[config.mk]
export PLATFORM = sky130hd
export DESIGN_NAME = ex_operand_stage
export DESIGN_NICKNAME = d
export VERILOG_FILES = /design/src/rtl/ex_operand_stage.sv
export SDC_FILE = /design/constraint.sdc
export NUM_CORES = 1
export LEC_CHECK = 0
export BUFFER_PORTS_ARGS = -buffer_cell sky130_fd_sc_hd__buf_2
export CORE_AREA = 2 2 121 123
export DETAILED_ROUTE_END_ITERATION = 8
export DIE_AREA = 0 0 123 125
export GPL_TIMING_DRIVEN = 0
export PLACE_DENSITY = 0.72
export RECOVER_POWER = 100
export SYNTH_ARGS = -nofsm -noshare
export SYNTH_HDL_FRONTEND = slang
export SYNTH_SLANG_ARGS = --single-unit
[constraint.sdc]
create_clock -name clk -period 2.4 [get_ports clk]
set_input_delay 0.48 -clock clk [delete_from_list [all_inputs] [get_ports clk]]
set_output_delay 0.48 -clock clk [all_outputs]
set_load 0.01 [all_outputs]
[src/rtl/ex_operand_stage.sv]
// ex_operand_stage: ID/EX register with operand forwarding and load-use detection.
// Optional macro EX_FORWARDING_EN enables the EX/MEM and MEM/WB bypass muxes.
module ex_operand_stage #(
    parameter int WIDTH    = 32,
    parameter int REG_ADDR = 5
) (
    input  logic                clk,
    input  logic                rst_n,
    input  logic                stall,
    input  logic                flush,
    input  logic                id_valid,
    input  logic [REG_ADDR-1:0] id_rs1,
    input  logic [REG_ADDR-1:0] id_rs2,
    input  logic [REG_ADDR-1:0] id_rd,
    input  logic [WIDTH-1:0]    id_rd1,
    input  logic [WIDTH-1:0]    id_rd2,
    input  logic [WIDTH-1:0]    id_imm,
    input  logic                id_alu_src,
    input  logic [2:0]          id_alu_ctrl,
    input  logic                id_reg_write,
    input  logic                id_mem_read,
    input  logic                id_mem_write,
    input  logic [REG_ADDR-1:0] mem_rd,
    input  logic                mem_reg_write,
    input  logic [WIDTH-1:0]    mem_alu_result,
    input  logic [REG_ADDR-1:0] wb_rd,
    input  logic                wb_reg_write,
    input  logic [WIDTH-1:0]    wb_result,
    output logic                ex_valid,
    output logic [WIDTH-1:0]    src_A,
    output logic [WIDTH-1:0]    src_B,
    output logic [2:0]          ALU_Control,
    output logic [WIDTH-1:0]    ex_store_data,
    output logic [REG_ADDR-1:0] ex_rd,
    output logic                ex_reg_write,
    output logic                ex_mem_read,
    output logic                ex_mem_write,
    output logic                load_use_stall
);

    logic                valid_q, valid_d;
    logic [REG_ADDR-1:0] rs1_q, rs1_d;
    logic [REG_ADDR-1:0] rs2_q, rs2_d;
    logic [REG_ADDR-1:0] rd_q, rd_d;
    logic [WIDTH-1:0]    rd1_q, rd1_d;
    logic [WIDTH-1:0]    rd2_q, rd2_d;
    logic [WIDTH-1:0]    imm_q, imm_d;
    logic                alu_src_q, alu_src_d;
    logic [2:0]          alu_ctrl_q, alu_ctrl_d;
    logic                reg_write_q, reg_write_d;
    logic                mem_read_q, mem_read_d;
    logic                mem_write_q, mem_write_d;
    logic [WIDTH-1:0]    fwd_A;
    logic [WIDTH-1:0]    fwd_B;

`ifdef EX_FORWARDING_EN
    // Bypass operands from EX/MEM first, then MEM/WB; x0 is never bypassed
    always_comb begin
        fwd_A = rd1_q;
        if (mem_reg_write && mem_rd != '0 && mem_rd == rs1_q)
            fwd_A = mem_alu_result;
        else if (wb_reg_write && wb_rd != '0 && wb_rd == rs1_q)
            fwd_A = wb_result;
        fwd_B = rd2_q;
        if (mem_reg_write && mem_rd != '0 && mem_rd == rs2_q)
            fwd_B = mem_alu_result;
        else if (wb_reg_write && wb_rd != '0 && wb_rd == rs2_q)
            fwd_B = wb_result;
    end

    // Only a load in EX cannot be bypassed in time
    always_comb begin
        load_use_stall = valid_q && mem_read_q && rd_q != '0 && id_valid &&
                         (rd_q == id_rs1 || rd_q == id_rs2);
    end
`else
    logic unused_fwd;
    assign unused_fwd = ^{mem_alu_result, wb_rd, wb_reg_write, wb_result};

    // Without bypassing operands come straight from the register file
    always_comb begin
        fwd_A = rd1_q;
        fwd_B = rd2_q;
    end

    // Any RAW hazard against a writer still in EX or MEM holds decode
    always_comb begin
        load_use_stall = id_valid && (
            (id_rs1 != '0 &&
             ((valid_q && reg_write_q && rd_q == id_rs1) ||
              (mem_reg_write && mem_rd == id_rs1))) ||
            (id_rs2 != '0 &&
             ((valid_q && reg_write_q && rd_q == id_rs2) ||
              (mem_reg_write && mem_rd == id_rs2))));
    end
`endif

    // Next entry: flush bubble, stall hold, hazard bubble, else capture decode
    always_comb begin
        valid_d     = valid_q;
        rs1_d       = rs1_q;
        rs2_d       = rs2_q;
        rd_d        = rd_q;
        rd1_d       = rd1_q;
        rd2_d       = rd2_q;
        imm_d       = imm_q;
        alu_src_d   = alu_src_q;
        alu_ctrl_d  = alu_ctrl_q;
        reg_write_d = reg_write_q;
        mem_read_d  = mem_read_q;
        mem_write_d = mem_write_q;
        if (flush || (!stall && load_use_stall)) begin
            valid_d     = 1'b0;
            rs1_d       = '0;
            rs2_d       = '0;
            rd_d        = '0;
            rd1_d       = '0;
            rd2_d       = '0;
            imm_d       = '0;
            alu_src_d   = 1'b0;
            alu_ctrl_d  = 3'b000;
            reg_write_d = 1'b0;
            mem_read_d  = 1'b0;
            mem_write_d = 1'b0;
        end else if (!stall) begin
            valid_d     = id_valid;
            rs1_d       = id_rs1;
            rs2_d       = id_rs2;
            rd_d        = id_rd;
            rd1_d       = id_rd1;
            rd2_d       = id_rd2;
            imm_d       = id_imm;
            alu_src_d   = id_alu_src;
            alu_ctrl_d  = id_alu_ctrl;
            reg_write_d = id_reg_write & id_valid;
            mem_read_d  = id_mem_read & id_valid;
            mem_write_d = id_mem_write & id_valid;
        end
    end

    // ID/EX pipeline register, cleared to a bubble on reset
    always_ff @(posedge clk or negedge rst_n) begin
        if (!rst_n) begin
            valid_q     <= 1'b0;
            rs1_q       <= '0;
            rs2_q       <= '0;
            rd_q        <= '0;
            rd1_q       <= '0;
            rd2_q       <= '0;
            imm_q       <= '0;
            alu_src_q   <= 1'b0;
            alu_ctrl_q  <= 3'b000;
            reg_write_q <= 1'b0;
            mem_read_q  <= 1'b0;
            mem_write_q <= 1'b0;
        end else begin
            valid_q     <= valid_d;
            rs1_q       <= rs1_d;
            rs2_q       <= rs2_d;
            rd_q        <= rd_d;
            rd1_q       <= rd1_d;
            rd2_q       <= rd2_d;
            imm_q       <= imm_d;
            alu_src_q   <= alu_src_d;
            alu_ctrl_q  <= alu_ctrl_d;
            reg_write_q <= reg_write_d;
            mem_read_q  <= mem_read_d;
            mem_write_q <= mem_write_d;
        end
    end

    // Drive the ALU operands and gated control
    always_comb begin
        ex_valid      = valid_q;
        src_A         = fwd_A;
        src_B         = alu_src_q ? imm_q : fwd_B;
        ex_store_data = fwd_B;
        ALU_Control   = alu_ctrl_q;
        ex_rd         = rd_q;
        ex_reg_write  = reg_write_q & valid_q;
        ex_mem_read   = mem_read_q & valid_q;
        ex_mem_write  = mem_write_q & valid_q;
    end

endmodule

# Word level (Yosys, flattened, before mapping)
# Index checks and enable logic that the tools add are counted.
[op_classes]
n_eq_ne = 5
n_reduce_logical = 16
bitwise_logic = 6
mux = 21
[op_table]
columns = ["op", "n"]
rows = [
  ["$mux 32", 7],
  ["$eq 5x5->1", 4],
  ["$mux 1", 10],
  ["$mux 5", 2],
  ["$reduce_bool 5->1", 2],
  ["$logic_and 1x1->1", 9],
  ["$and 1x1->1", 6],
  ["$mux 3", 2],
  ["$logic_or 1x1->1", 4],
  ["$ne 2x1->1 const B", 1],
  ["$logic_not 1->1", 1],
]
[totals]
wordCells = 58
out_inout_bits = 109
regBits = 109
input_bits = 199

# Depth between registers and ports, before layout
# Gate-level depths: netlist (run 1).
[depth]
ltp_word = 9
depth_mapped = 7
ltp_nobuf = 5

# Worst setup path before layout (run 1)
# Ideal clock, no wire load.
[synth_path]
path_kind = "input to output"
from = "in id_rs1[1]"
to = "out load_use_stall"
path_stages = 6
n_path_buf = 2
t_arrival_ns = 1.970
setup_slack_ns = -0.050
required_ns = 1.920
path_cell_list = "or4_1 -> nor2_2 -> nor3_1 -> o41a_1 -> buf_6 -> buf_6"
[synth_via]
elab_chain_len = 6
word_cells_on_any_way = 9
classes_between = "eq/ne (2); reduce/logical (7)"
[synth_rtl]
columns = ["item", "line_no", "source"]
rows = [
  ["start: declaration", "12", "input logic [REG_ADDR-1:0] id_rs1,"],
  ["$eq 5x5->1, on equally long branches", "90, 91", ""],
  ["$logic_and 1x1->1, on equally long branches", "90, 91", ""],
  ["$logic_or 1x1->1", "90", "((valid_q && reg_write_q && rd_q == id_rs1) ||"],
  ["$logic_and 1x1->1 (*)", "89", "(id_rs1 != '0 &&"],
  ["$logic_or 1x1->1 (*)", "91", "(mem_reg_write && mem_rd == id_rs1))) ||"],
  ["$logic_and 1x1->1 (*)", "88", "load_use_stall = id_valid && ("],
  ["end: declaration", "38", "output logic load_use_stall"],
]
# Every way passes the cells marked *; elsewhere a longest branch is shown, timed or not.

# Final worst setup path (run 1)
[layout_path]
from = "in id_rs2[2]"
to = "out load_use_stall"
[layout_via]
elab_chain_len = 6
word_cells_on_any_way = 9
classes_between = "eq/ne (2); reduce/logical (7)"
[layout_rtl]
columns = ["item", "line_no", "source"]
rows = [
  ["start: declaration", "13", "input logic [REG_ADDR-1:0] id_rs2,"],
  ["$eq 5x5->1, on equally long branches", "93, 94", ""],
  ["$logic_and 1x1->1, on equally long branches", "93, 94", ""],
  ["$logic_or 1x1->1", "93", "((valid_q && reg_write_q && rd_q == id_rs2) ||"],
  ["$logic_and 1x1->1 (*)", "92", "(id_rs2 != '0 &&"],
  ["$logic_or 1x1->1 (*)", "91", ""],
  ["$logic_and 1x1->1 (*)", "88", ""],
]
# Marks and branches as above.

==> results of run 1 <==
## placed cells by master, fill, tap and decap left out, drive strengths merged, types with 2 or more instances in the layout
cell type / count
clkinv: 3
mux2: 32
or4: 3
nand4: 3
nor2: 3
buf: 170
and2: 2
inv: 3
clkbuf: 122
nor3: 2
nor4: 2
nand3: 3
xnor2: 17
o21ai: 109
dfrtp: 109
nand2: 219
## sequential cells by signal (all words and copies together), names as in the netlist
signal,count
src_A,32
reg_write_q,1
mem_write_q,1
ex_valid,1
alu_src_q,1
imm_q,32
mem_read_q,1
ALU_Control,3
ex_store_data,32
ex_rd,5
## power by group
part           total [µW]  switching (µW)  internal (µW)
sequential           2020            75.4           1940
clock                1410             653            757
combinational         629             359            270
total                4060            1090           2970
## kinds of logic after synthesis
family,share of synthesized area [%]
flip-flops,53.6
AO/OA/AOI/OAI,14.2
buffers and inverters,3.76
AND/OR/NAND/NOR,18.3
XOR/XNOR,3.10
multiplexers,7.08
## critical path, cell delays in order
cell    delay, ps
buf_8          90
or4_4         530
nor2_4        130
nor3_4         50
o41a_4        530
buf_12        150
buf_6         110
## layer usage
metal | vias up | wire, µm | part of all wire, % | GRT usage, %
li1 | 2326 | - | - | -
met1 | 2233 | 6690 | 44 | 25.9
met2 | 164 | 7140 | 47 | 31.9
met3 | 32 | 841 | 5.6 | 3.28
met4 | 0 | 467 | 3.1 | 8.42
met5 | - | 0 | 0 | 0
## repair_timing
item                       CTS  global route
pin swaps                    7             5
setup endpoints to repair   43            95
setup buffers                4             2
hold buffers                 0             0
gates resized for setup     23             9
## final timing paths
path / to / cells past startpoint / from / slack [ps]
max: load_use_stall / 7 / id_rs2[2] / -160
min: src_A[12] / 1 / rst_n / 320
max reg2reg: imm_q[29] / 9 / ex_rd[2] / 110
min reg2reg: imm_q[1] / 2 / imm_q[1] / 480
max in group asynchronous: imm_q[7] / 2 / rst_n / 510
min in group clk: src_A[21] / 3 / id_rd1[21] / 370
## final cells by class
cell class / count / area (µm²) / area share [%]
Sequential cell: 109 / 2730 / 39.8
Multi-Input combinational cell: 400 / 2240 / 32.6
Timing Repair Buffer: 244 / 1190 / 17.3
Clock buffer: 12 / 256 / 3.74
Tap cell: 184 / 230 / 3.36
Buffer: 36 / 179 / 2.61
Clock inverter: 4 / 22.5 / 0.329
Inverter: 3 / 11.3 / 0.164
Antenna cell: 1 / 2.50 / 0.0365
## metrics by stage
step / TNS (ps) / power, µW / area [µm²] / util, %
2_1_floorplan: -50.3 / 2340 / 5090 / -
3_3_place_gp: -68740 / 2680 / 6510 / 45.8
3_5_place_dp: -17600 / 2690 / 6540 / 46.0
4_1_cts: -1190 / 4120 / 6920 / 48.7
5_1_grt: -397 / 4260 / 6850 / 48.2
6_report: -157 / 4060 / 6850 / 48.2
==> summary.txt, run 1 <==
Floorplan
  • Die area: ~15000 µm²
  • Starting density of the core: 35.9%
  • Core footprint: 14200 µm²
  • Chip height: around 130 µm
  • Die span in x: 123 µm
  • Boundary Pins: around 300
  • Row cnt: 44

STA
  • Rel. slew slack: 28.5%
  • RSZ-0062 raised after global routing: true
  • Tcrit/Tclk final: 107%
  • Number of setup violations in the final report: 1
  • Final hold viol count: 0
  • Setup Skew: 9.47 ps
  • Slew Limit Fails: 0
  • Transition time of the tightest slew-check pin: 1070 ps
  • Min Hold Slack: 318 ps
  • Post-layout minimum cycle time: about 2600 ps
  • Final setup margin: -157 ps
  • Fmax: 391 MHz

Clock tree
  • Max clock buf depth: 2
  • Clock Latency Late Sink: around 350 ps
  • TritonCTS buffer count: 9
  • Sinks on Clock Net: 109
  • CTS tree: yes
  • Clk slew on worst S/H paths: 70 ps
  • H-tree Lvls: 3
  • CTS root buf: clkbuf_16

Critical path
  • CP max FO: 2
  • Crit start category: input pin
  • Crit end category: output port
  • Critical Path RT: 1920 ps
  • Kind of critical path: in2out
  • Arrival @ worst endpoint: 2080 ps

Placement
  • I/O Buffers: around 240
  • Dpl hpwl: 11.0 mm
  • Placer's final routability congestion estimate: 0.848
  • Placement Setup Slack: -587 ps
  • DP Cell Count: 972

Synthesis
  • Top_reg_cell synth: dfrtp_1
  • Top-area cell type share of the netlist area: 53.6%
  • Post-synth top cells: nand2_1, dfrtp_1, o21ai_0
  • Most common cell in the synthesized netlist: nand2_1
  • Unique masters post-synth: 22
  • Synthesized cell area: 5090 µm²
  • Post-synth ARST share: between 90% and 100%
  • Largest cells by area after synthesis: dfrtp_1, nand2_1, mux2_2, o21ai_0, o21ai_2
  • Cell taking the most area after synthesis: dfrtp_1
  • Syn avg cell area: 9.26 µm²
  • Yosys synthesis warning count: 0
  • EDFF count, synth: 0
  • Post-Syn Instances: 550
  • Seq/Total Area, Yosys: 53.6%
  • Post-synthesis register bit count: approximately 110
  • Syn Nets: 749

Routing
  • Drt total wl: 15.1 mm
  • # DRC: 0
  • Post-route ant nets: 0
  • WL per Instance: roughly 15 µm
  • TritonRoute pass-1 iters: 4
  • Via-to-Cell Ratio: roughly 4.8
  • DRT iter0 DRCs: around 160
  • Vias post-DR: 4755

Pwr
  • Cell area power density: 592 nW/µm²
  • Lkg Pwr: 0.00320 µW
  • Peak VDD IR: 0.000263 V

GRT
  • Vias in the first global route: 4648
  • GRT Total Usage: around a fifth
  • Total grt overflow: 0
  • Largest net degree at the start of global routing: 67
  • Global-route wire length before repair: 23.5 mm
  • Initial antenna violation count: 1

Finish
  • Nets: 1002
  • Final std cells w/o fill: 993
  • Share of cells above drive strength 1: 33.5%
  • Fill count: roughly 1.4k
  • Syn-to-layout area delta: 34.6%

Run status
  • Outcome: complete, but fails checks
  • Failing checks: setup timing

Flow run
  • Maxcap violations: 0

Hold path
  • Min-delay worst type: in2async
Note: power is estimated with default switching activity, not from simulation.
==> run 2, diff against run 1 <==
- PLACE_DENSITY: 0.72 -> unset
- PLACE_DENSITY_LB_ADDON: unset -> 0.12
==> run 2 against run 1 <==
The flow still finishes with violations (setup timing). Sequential share of layout area is 0.17 points higher. Maximum frequency hardly changed. Clock power hardly changed. Critical path depth rose by 1. Non-clock buffer count grew 1. Register-to-register slack barely moved. Sequential power about the same. Wire length increased by 4.2%. Global-route usage rose by 1.1 points. Die area did not move. Critical endpoint unchanged. Largest power group unchanged.
==> summary.txt, run 2 (same netlist as run 1, synthesis figures left out) <==
Placement
  • Dpl hpwl: 11.6 mm (+5.4%)
  • Placement Setup Slack: -545 ps (+42.4 ps)
  • Placed cell areas: 6540 µm² (unchanged)
  • I/O Buffers: 237 (unchanged)
  • Placer's final routability congestion estimate: 0.803 (-5.3%)
  • DP Cell Count: 972 (unchanged)

GRT
  • Global-route wire length before repair: 24.7 mm (+5.0%)
  • Initial antenna violation count: 0 (-1)
  • Total grt overflow: 0 (unchanged)
  • Vias in the first global route: 4640 (-0.17%)
  • GRT Total Usage: 20.8% (+1.1 points)
  • Largest net degree at the start of global routing: 62 (-7.5%)

Floorplan
  • Die span in x: 123 µm (unchanged)
  • Boundary Pins: 308 (unchanged)
  • Starting density of the core: 35.9% (unchanged)
  • Die area: 15400 µm² (unchanged)
  • Chip height: 125 µm (unchanged)
  • Row cnt: 44 (unchanged)
  • Core footprint: 14200 µm² (unchanged)

STA
  • RSZ-0062 raised after global routing: true
  • Final setup margin: -158 ps (-1.06 ps)
  • Slew Limit Fails: 0 (unchanged)
  • Fmax: 391 MHz (about the same)
  • Min Hold Slack: 361 ps (+43.1 ps)
  • Number of setup violations in the final report: 1 (unchanged)
  • Rel. slew slack: 15.7% (-13 points)
  • Setup Skew: 6.73 ps (-2.74 ps)
  • Final hold viol count: 0 (unchanged)
  • Tcrit/Tclk final: 107% (about the same)
  • Post-layout minimum cycle time: 2560 ps (+1.06 ps)
  • Transition time of the tightest slew-check pin: 1260 ps (+192 ps)

Clock tree
  • Cts hold-fix bufs: 0 (unchanged)
  • H-tree Lvls: 3 (unchanged)
  • Max clock buf depth: 2 (unchanged)
  • Clock Latency Late Sink: 350 ps (about the same)
  • Clk slew on worst S/H paths: 70 ps (about the same)
  • Sinks on Clock Net: 109 (unchanged)
  • CTS root buf: clkbuf_16
  • CTS tree: yes
  • TritonCTS buffer count: 9 (unchanged)

Routing
  • TritonRoute pass-1 iters: 4 (unchanged)
  • Drt total wl: 15.8 mm (+4.2%)
  • DRT iter0 DRCs: 181 (+11%)
  • # DRC: 0 (unchanged)
  • Via-to-Cell Ratio: 4.75 (-0.84%)
  • Vias post-DR: 4715 (-0.84%)
  • WL per Instance: 15.9 µm (+4.2%)
  • Post-route ant nets: 0 (unchanged)

Run status
  • Outcome: complete, but fails checks
  • Failing checks: setup timing

Critical path
  • Kind of critical path: in2out
  • Crit start category: input pin
  • Crit end category: output port
  • Critical Path RT: 1920 ps (about the same)
  • Family with the most delay on the worst path: simple AND/OR/NAND/NOR gates
  • Most frequent CP cell: buf_6
  • Arrival @ worst endpoint: 2080 ps (about the same)
  • CP max-delay cell: or4_4
  • Crit-path cells: buf_8 -> or4_4 -> nor2_4 -> buf_4 -> nor4_2 -> o41a_1 -> buf_6 -> buf_6
  • Crit-path max cell delay: 530 ps (about the same)
  • CP max FO: 2 (unchanged)
  • Crit path buffers/inverters: 4 (+1)

Pwr
  • Cell area power density: 596 nW/µm² (+0.63%)
  • Lkg Pwr: 0.00321 µW (+0.27%)
  • Peak VDD IR: 0.000277 V (+5.3%)

Finish
  • Post-layout util: 48.0% (-0.20 points)
  • Share of cells above drive strength 1: 33.6% (+0.082 points)
  • Design area: 6820 µm² (-0.42%)
  • Nets: 1003 (+0.10%)
  • Fill count: 1449 (+0.49%)
  • Leading cell type in the layout, fill and taps excluded: nand2_1
  • Final std cells w/o fill: 993 (unchanged)
  • Antenna cells: 0 (-1)
  • Commonest cells after routing, fill and taps aside: nand2_1, buf_2, dfrtp_1, clkbuf_1, o21ai_0
  • Syn-to-layout area delta: 34.0%

Flow run
  • Maxcap violations: 0 (unchanged)

Hold path
  • Min-delay worst type: in2reg
## run 2: cell types whose count changed in the layout (fill, tap and decap cells not counted), moves of 2 or more
cell,change
clkbuf_1,-3
clkbuf_2,+3
clkbuf_4,+2
clkinv_2,-2
## run 2: power by group
group | leakage, µW | total [µW] | internal (µW) | switching (µW)
Combinational | 0.00163 | 638 | 271 | 367
Sequential | 0.00145 | 2010 | 1940 | 72.3
Clock | 0.000134 | 1410 | 763 | 650
Total | 0.00321 | 4060 | 2970 | 1090
## run 2: worst register-to-register path, cell delays in order (launching register included)
cell and delay (ps):
dfrtp_1 400, inv_1 80, a221o_1 360, nor4_2 290, o41a_1 260, buf_6 150
buf_4 220, buf_6 180, buf_6 190, o21ai_2 80
## run 2: layer usage
metal	share of wire (%)	wire (µm)	global-route usage [%]
met2	48	7650	34.3
met3	6.1	968	3.60
met1	43	6870	27.3
met4	1.9	302	7.49
met5	0	0	0
## run 2: what timing repair did
item | in CTS | in global routing
setup endpoints to repair | 40 | 84
setup buffers | 5 | 2
pin swaps | 7 | 0
resized for setup | 21 | 11
## run 2: final cells by class
class	count	area (µm²)	area share [%]
Clock buffer	15	268	3.92
Timing Repair Buffer	245	1190	17.5
Sequential cell	109	2730	40.0
Multi-Input combinational cell	400	2210	32.4
Clock inverter	1	5.00	0.0733
Buffer	36	181	2.66
Inverter	3	11.3	0.165
Tap cell	184	230	3.37
## run 2: final timing paths
| path | slack [ps] | startpoint | cells past startpoint | endpoint |
|---|---|---|---|---|
| max | -160 | id_rs1[3] | 8 | load_use_stall |
| min | 360 | id_rd2[12] | 3 | ex_store_data[12] |
| max reg2reg | 100 | ex_rd[2] | 9 | imm_q[25] |
| min reg2reg | 480 | imm_q[9] | 2 | imm_q[9] |
| max in group asynchronous | 420 | rst_n | 2 | ALU_Control[2] |
| min in group asynchronous | 380 | rst_n | 1 | ALU_Control[1] |
## run 2: through the flow
step	setup TNS, ps	power, µW
floorplan	-50.3	2340
global placement	-62150	2680
detailed placement	-14020	2700
CTS	-550	4140
global route	-2430	4270
finish	-158	4060
